$ cat src/rtl/tile_draw_engine.sv
// tile_draw_engine
// Sits between the 16x16 grid address counter and the VGA adapter. For each
// cell address it reads the cell value from BRAM port A and uses it as the
// tile colour. It then plots a WIDTH x WIDTH square at the cell's pixel
// origin, one pixel per clock. When the tile is finished it pulses done,
// which advances the counter.
//
// Build option:
//   TILE_GAP_CLEAR_EN - when defined, each tile also covers its SPACING gap.
//                       The draw loop spans (WIDTH+SPACING)^2 pixels, and gap
//                       pixels are plotted with colour 0.
module tile_draw_engine #(
  parameter int WIDTH      = 10,
  parameter int SPACING    = 2,
  parameter int DATA_W     = 3,
  parameter int RD_LATENCY = 2
) (
  input  logic              clock,
  input  logic              reset,
  input  logic              enable,
  input  logic [8:0]        address,
  output logic [8:0]        bram_addr,
  output logic              rden,
  input  logic [DATA_W-1:0] q,
  output logic [9:0]        vga_x,
  output logic [8:0]        vga_y,
  output logic [DATA_W-1:0] vga_colour,
  output logic              plot,
  output logic              done,
  output logic              busy,
  output logic              frame_done
);

  localparam int PITCH = WIDTH + SPACING;
`ifdef TILE_GAP_CLEAR_EN
  localparam int SPAN = PITCH;
`else
  localparam int SPAN = WIDTH;
`endif
  localparam int CW = (SPAN > 1) ? $clog2(SPAN) : 1;
  localparam int LW = 2;
  localparam logic [CW-1:0] LAST_POS = CW'(SPAN - 1);
  localparam logic [LW-1:0] RD_LAST  = LW'(RD_LATENCY - 1);

  typedef enum logic [2:0] {
    IDLE,
    READ,
    LATCH,
    DRAW,
    DONE
  } stateType;

  stateType          state;
  logic [LW-1:0]     readCount;
  logic [7:0]        cellAddr;
  logic [DATA_W-1:0] cellColour;
  logic [9:0]        originX;
  logic [8:0]        originY;
  logic [CW-1:0]     dx;
  logic [CW-1:0]     dy;

  logic [9:0]        latchOriginX;
  logic [8:0]        latchOriginY;
  logic              lastCol;
  logic              lastRow;
  logic [CW-1:0]     nextDx;
  logic [CW-1:0]     nextDy;
  logic              nextGap;
  logic [9:0]        nextX;
  logic [8:0]        nextY;

  // The counter supplies 9 address bits, but only the 8-bit cell index matters.
  logic unusedAddrMsb;
  assign unusedAddrMsb = address[8];

  // The counter's new address is valid in the first READ cycle. The only
  // cycle rden is high, so it is presented to the BRAM directly.
  assign bram_addr = rden ? {1'b0, address[7:0]} : 9'd0;

  assign busy = (state != IDLE);

  // The cell origin is the grid position times the tile pitch.
  assign latchOriginX = 10'(cellAddr[3:0]) * 10'(PITCH);
  assign latchOriginY = 9'(cellAddr[7:4]) * 9'(PITCH);

  // Pixel stepping: dx is the inner loop, and dy advances when dx wraps.
  // NOTE: every signal written here gets a default first, so no path can leave a latch.
  always_comb begin
    lastCol = 1'b0;
    lastRow = 1'b0;
    nextDx  = dx;
    nextDy  = dy;
    lastCol = (dx == LAST_POS);
    lastRow = (dy == LAST_POS);
    if (lastCol) begin
      nextDx = '0;
      nextDy = dy + 1'b1;
    end else begin
      nextDx = dx + 1'b1;
    end
  end

  assign nextX = originX + 10'(nextDx);
  assign nextY = originY + 9'(nextDy);

  // In gap-clear builds, pixels outside the WIDTH x WIDTH square are painted with colour 0.
`ifdef TILE_GAP_CLEAR_EN
  assign nextGap = (nextDx >= CW'(WIDTH)) || (nextDy >= CW'(WIDTH));
`else
  assign nextGap = 1'b0;
`endif

  // Tile sequencer: IDLE -> READ -> LATCH -> DRAW -> DONE, with all outputs registered.
  // NOTE: sequential state uses non-blocking assignments only, so every register
  // sees the pre-edge value of every other register.
  always_ff @(posedge clock) begin
    if (!reset) begin
      // NOTE: datapath registers are reset along with the control registers,
      // so every output reads 0 straight out of reset.
      state      <= IDLE;
      readCount  <= '0;
      cellAddr   <= '0;
      cellColour <= '0;
      originX    <= '0;
      originY    <= '0;
      dx         <= '0;
      dy         <= '0;
      rden       <= 1'b0;
      vga_x      <= '0;
      vga_y      <= '0;
      vga_colour <= '0;
      plot       <= 1'b0;
      done       <= 1'b0;
      frame_done <= 1'b0;
    end else begin
      rden       <= 1'b0;
      done       <= 1'b0;
      frame_done <= 1'b0;
      case (state)
        IDLE: begin
          if (enable) begin
            state     <= READ;
            rden      <= 1'b1;
            readCount <= '0;
          end
        end

        READ: begin
          // The address is only guaranteed valid in the first read cycle.
          if (readCount == '0) begin
            cellAddr <= address[7:0];
          end
          if (readCount == RD_LAST) begin
            state <= LATCH;
          end else begin
            readCount <= readCount + 1'b1;
          end
        end

        LATCH: begin
          // The first pixel (0,0) is issued here, so it is visible in the first DRAW cycle.
          cellColour <= q;
          originX    <= latchOriginX;
          originY    <= latchOriginY;
          dx         <= '0;
          dy         <= '0;
          vga_x      <= latchOriginX;
          vga_y      <= latchOriginY;
          vga_colour <= q;
          plot       <= 1'b1;
          state      <= DRAW;
        end

        DRAW: begin
          if (lastCol && lastRow) begin
            plot       <= 1'b0;
            done       <= 1'b1;
            frame_done <= (cellAddr == 8'hFF);
            state      <= DONE;
          end else begin
            dx         <= nextDx;
            dy         <= nextDy;
            vga_x      <= nextX;
            vga_y      <= nextY;
            vga_colour <= nextGap ? '0 : cellColour;
          end
        end

        DONE: begin
          // The counter advances on this edge, so the next READ sees the new address with no bubble.
          if (enable) begin
            state     <= READ;
            rden      <= 1'b1;
            readCount <= '0;
          end else begin
            state <= IDLE;
          end
        end

        default: state <= IDLE;
      endcase
    end
  end

endmodule

$ cat config.mk
export PLATFORM = sky130hd
export DESIGN_NAME = tile_draw_engine
export DESIGN_NICKNAME = d
export VERILOG_FILES = /design/src/rtl/tile_draw_engine.sv
export SDC_FILE = /design/constraint.sdc
export NUM_CORES = 1
export LEC_CHECK = 0
export CORE_UTILIZATION = 29
export DETAILED_ROUTE_END_ITERATION = 10
export GPL_ROUTABILITY_DRIVEN = 0
export PLACE_DENSITY = 0.48
export SETUP_SLACK_MARGIN = 0.1
export SLEW_MARGIN = 20
export SYNTH_ARGS = -nofsm -noshare
export SYNTH_HDL_FRONTEND = slang
export SYNTH_SLANG_ARGS = --single-unit
$ cat constraint.sdc
create_clock -name clock -period 5.2 [get_ports clock]
set_input_delay 0.52 -clock clock [delete_from_list [all_inputs] [get_ports clock]]
set_output_delay 0.52 -clock clock [all_outputs]
set_load 0.05 [all_outputs]
# == Word level (Yosys, flattened, before mapping) ==
# Index checks and enable logic that the tools add are counted.
# totals
ff_bits,62
input_bits,15
out_inout_bits,36
elab_cells,76
# op_classes
n_addsub,5
n_mul,2
n_eq_ne,14
mux,25
reduce_logical,15
# ops
cell,count
$pmux 10 s2,1
$add 8x4->9,2
$pmux 9 s2,1
$mux 4,4
$pmux 4 s2,2
$pmux 3 s5,1
$mul 4x2->6 const B,2
$mux 3,4
$mux 10,1
$ne 2x2->1 const B,5
$reduce_and 2->1,5
$mux 9,1
$reduce_and 3->1,3
$add 4x1->4 const B,2
$eq 4x4->1 const B,2
$eq 8x8->1 const B,1
$mux 8,1
$eq 3x2->1 const B,2
$pmux 3 s2,1
$mux 1,4
$mux 2,2
$pmux 2 s2,1
$reduce_bool 2->1,2
$eq 3x1->1 const B,1
10 further kinds,10

# == Longest topological paths before layout ==
# logic_depth
ltp_word,5
depth_mapped,13
depth_no_buf,12

# == Worst setup path after synthesis ==
# No wires, ideal clock.
# synth_timing
path_type,flip-flop to flip-flop
from,register dx[0]
to,register vga_y[6]
setup_ns,0.133
arrival_time_ns,2.280
required_ns,5.067
setup_slack_ns,2.787
path_stages_with_launch,13
path_buffers,1
synth_period_minus_slack_ns,2.413
cell_sequence,dfxtp_1 > ha_1 > and3b_1 > buf_6 > nand2_1 > xnor2_1 > ha_1 > inv_1 > fa_1 > nand3b_1 > xnor2_1 > o221ai_1 > a21oi_1
# synth_between
elab_chain_len,5
elab_cells_between_ends,8
classes_between,add/sub: 1; eq/ne: 2; mux: 3; reduce/logical: 2
# synth_lines
item,line,rtl
from (decl),59,logic [CW-1:0] dx;
from (signal assigned),181,dx <= nextDx;
$eq 4x4->1 *,93,lastCol = (dx == LAST_POS);
$mux 4,95,if (lastCol) begin
$add 8x4->9,104,assign nextY = originY + 9'(nextDy);
$mux 9,175,if (lastCol && lastRow) begin
$pmux 9 s2,139,case (state)
to (signal assigned),168,vga_y <= latchOriginY;
to (signal assigned),184,vga_y <= nextY;
to (decl),26,"output logic [8:0] vga_y,"
# Mark *: on every way between the ends. The rest lies on a longest branch, timed or not. The select of a mux whose other input is x is not followed.
# A chain may end at the register's enable or synchronous reset.

# == Worst setup path in the final report ==
# Same ends and word-level chain as after synthesis.

==> results.sh <==
export IMPL_grt_pass1_vias=2310
export IMPL_final_min_period_over_clock_period=0.559
export IMPL_insertedDiodeCount=0
export IMPL_chipHeight_um=103
export IMPL_core_area_um2=9860
export IMPL_cts_buffers=9
export IMPL_num_vias=2495
export IMPL_crit_path_cell_trace="ha_1, and3b_1, nand2_1, xnor2_1, ha_1, inv_1, fa_1, nand3b_1, xnor2_1, o221ai_1, a21oi_1"
export IMPL_portBuffers=47
export IMPL_cts_hold_buffers=0
export IMPL_floorplan_die_width_um=103
export IMPL_detail_route_iter0_violations=80
export IMPL_post_synth_instance_area_um2=2990
export IMPL_setup_worst_path_end_class="register"
export IMPL_drv_cap=0
export IMPL_seq_area_um2=1140
export IMPL_worstPathRequired_ns=5.46
export IMPL_hold_path_cell_count=2
export IMPL_worst_path_buf_inv=1
export IMPL_final_nets=429
export IMPL_detailedPlacementHpwl_um=4790
export IMPL_timing_hold_worst_class="reg2reg"
export IMPL_slowest_stage="sky130_fd_sc_hd__and3b_1"
export IMPL_ys_dominant_reg_cell="sky130_fd_sc_hd__dfxtp_1"
export IMPL_detail_route_drc_violations=0
export IMPL_count_of_flip_flops_with_a_built_in_enable_after_synthesis=0
export IMPL_sequential_area_share_after_synthesis=0.382
export IMPL_yosysMostFrequentCell="sky130_fd_sc_hd__dfxtp_1"
export IMPL_regToRegEndpoint="vga_y[6]"
export IMPL_cts_sinks=57
export IMPL_reg2reg_from="dx[0]"
export IMPL_boundaryPins=51
export IMPL_synth_seq_cells=57
export IMPL_r2r_slack_ns=2.29
export IMPL_finalSetupViolations=0
export IMPL_totalWireLength_um=7200
export IMPL_layout_min_cycle_time_ns=2.91
export IMPL_fmaxAchievable_ghz=0.344
export IMPL_multi_input_comb_area_um2=1670
export IMPL_tightestPinTransition_ns=0.802
export IMPL_drt_pass1_iter_count=4
export IMPL_clock_latency_at_the_later_pin_of_the_worst_skew_pair_ns=0.33
export IMPL_worstPathMaxFanout=11
export IMPL_crit_path_max_incr_delay_ns=0.45
export IMPL_placed_cell_area_um2=3530
export IMPL_post_drt_via_cell_ratio=4.73
export IMPL_cts_resized=0
export IMPL_unrepaired_setup_endpoints_after_global_routing="false"
export IMPL_synth_lib_cells_used_distinct=50
export IMPL_synth_top_cells_by_count="sky130_fd_sc_hd__dfxtp_1, sky130_fd_sc_hd__nand2_1, sky130_fd_sc_hd__nor2_1, sky130_fd_sc_hd__a21oi_1, sky130_fd_sc_hd__ha_1"
export IMPL_final_antenna_net_count=0
export IMPL_path_delay_family="adder cells"
export IMPL_ratio_of_cells_with_drive_above_1_in_the_final_layout=0.0608
export IMPL_cts_clk_slew_worst_paths_ns=0.07
export IMPL_clock_tree_buffer_depth=2
export IMPL_reg2reg_depth=11
export IMPL_all_layer_gr_usage=0.145
export IMPL_antenna_found_initial=0
export IMPL_start_util=0.303
export IMPL_synthTopCellsByArea="sky130_fd_sc_hd__dfxtp_1, sky130_fd_sc_hd__ha_1, sky130_fd_sc_hd__nand2_1, sky130_fd_sc_hd__nor2_1, sky130_fd_sc_hd__a21oi_1"
export IMPL_worst_clock_skew_ns=0.00513
export IMPL_setup_tns_ns=0
export IMPL_power_static_leakage_uw=0.00139
export IMPL_htree_levels=3
export IMPL_synth_largest_area_cell="sky130_fd_sc_hd__dfxtp_1"
export IMPL_clock_root_buffer="sky130_fd_sc_hd__clkbuf_8"
export IMPL_grt_overflow_total=0
export IMPL_synthesis_yosys_warnings=0
export IMPL_worstHoldEndpoint="cellColour[1]"
export IMPL_yosys_area_top_type_share=0.382
export IMPL_post_synth_cell_area_avg_um2=8.48
export IMPL_slew_headroom=0.466
export IMPL_ir_worst_vdd_v=0.000175
export IMPL_post_route_cell_area_um2=3710
export IMPL_first_pass_grt_wire_length_um=11500
export IMPL_postCtsSetupRepairBufs=0
export IMPL_syn_to_final_growth_pct=24.1
export IMPL_std_cell_rows=36
export IMPL_syn_instance_count=352
export IMPL_fill_cells=1020
export IMPL_fp_dieArea_um2=10700
export IMPL_powerDensity_nw_per_um2=275
export IMPL_run_status="finished clean"
export IMPL_worstSetupPathType="reg2reg"
export IMPL_cts_tree="yes"
export IMPL_crit_path_start_kind="register"
export IMPL_share_of_synthesized_flip_flops_with_an_asynchronous_set_or_reset=0
export IMPL_slew_violations=0
export IMPL_critPathArrivalTime_ns=3.16
export IMPL_worst_hold_startpoint="cellColour[1]"
export IMPL_final_hold_violation_count=0
export IMPL_drt_wirelength_per_cell_um=13.6
export IMPL_maximum_number_of_pins_on_one_net_before_global_route_repair=43
## per-stage QoR
step                std cells   util  hold WS [ns]  power [uW]  setup slack, ns
floorplan                 353      -         0.437         596             2.79
global placement          513  0.357         0.442         649             2.39
detailed placement        513  0.357         0.447         650             2.37
CTS                       528  0.376         0.456        1030             2.33
global route              528  0.376         0.473        1070             2.03
finish                    528  0.376         0.457        1020             2.29
## registers in the layout (all words and copies together) (netlist names)
signal and count:
readCount 2, cellColour 3, plot 1, frame_done 1
cellAddr 8, originX 6, dy 2, state 3
rden 1, originY 6, vga_colour 3, done 1
vga_x 7, dx 4, vga_y 9
## cells by family after synthesis
group / count (synthesis) / share of synthesized area
AOI/OAI and AO/OA: 71 / 0.160
xor gates and xnor gates: 12 / 0.0352
adders and majority gates: 24 / 0.108
buffers and inverters: 39 / 0.0616
DFF: 57 / 0.382
muxes: 8 / 0.0268
other: 1 / 0.00126
and+or+nand+nor: 140 / 0.226
## worst min-delay path: cells and delay by family, from the launching register on
family           cells  cell delay (ns)
flip-flops           1             0.31
AND/OR/NAND/NOR      1             0.05
AO/OA/AOI/OAI        1             0.05
## final cells by class
class,count,share of cell area
clock inverter,3,0.00405
timing repair buffer,50,0.133
tap,133,0.0449
sequential,57,0.308
inverter,16,0.0162
clock buffer,12,0.0446
multi-input combinational,257,0.449
## cell usage in the layout (no fill, tap or decap), types with 9 or more instances in the layout
master / count
sky130_fd_sc_hd__xnor2_1: 9
sky130_fd_sc_hd__and2_1: 12
sky130_fd_sc_hd__inv_1: 15
sky130_fd_sc_hd__clkdlybuf4s50_1: 47
sky130_fd_sc_hd__nand2_1: 44
sky130_fd_sc_hd__nor2_1: 42
sky130_fd_sc_hd__dfxtp_1: 57
sky130_fd_sc_hd__o21ai_0: 10
sky130_fd_sc_hd__a21oi_1: 29
sky130_fd_sc_hd__clkbuf_8: 12
sky130_fd_sc_hd__ha_1: 20
## metal layers
metal / vias to the layer above / share of wire / global-route usage
li1: 1282 / - / -
met3: 7 / 0.054 / 0.0484
met1: 1137 / 0.49 / 0.189
met4: 0 / 0.013 / 0.0423
met5: - / 0 / 0
met2: 69 / 0.44 / 0.226
## worst max path at each step
stage,start,to,depth (start not counted)
floorplan,dx[0],vga_y[6],12
global placement,dx[0],vga_y[6],11
detailed placement,dx[0],vga_y[6],10
CTS,dx[0],vga_y[6],11
global route,dx[0],vga_y[6],11
finish,dx[0],vga_y[6],11
## power by group
group          internal [uW]  switching, uW  leakage, uW
clock                    207            173    0.0000980
sequential               454           20.0     0.000462
combinational           63.4            102     0.000828
Power figures use the tool's default switching activity.
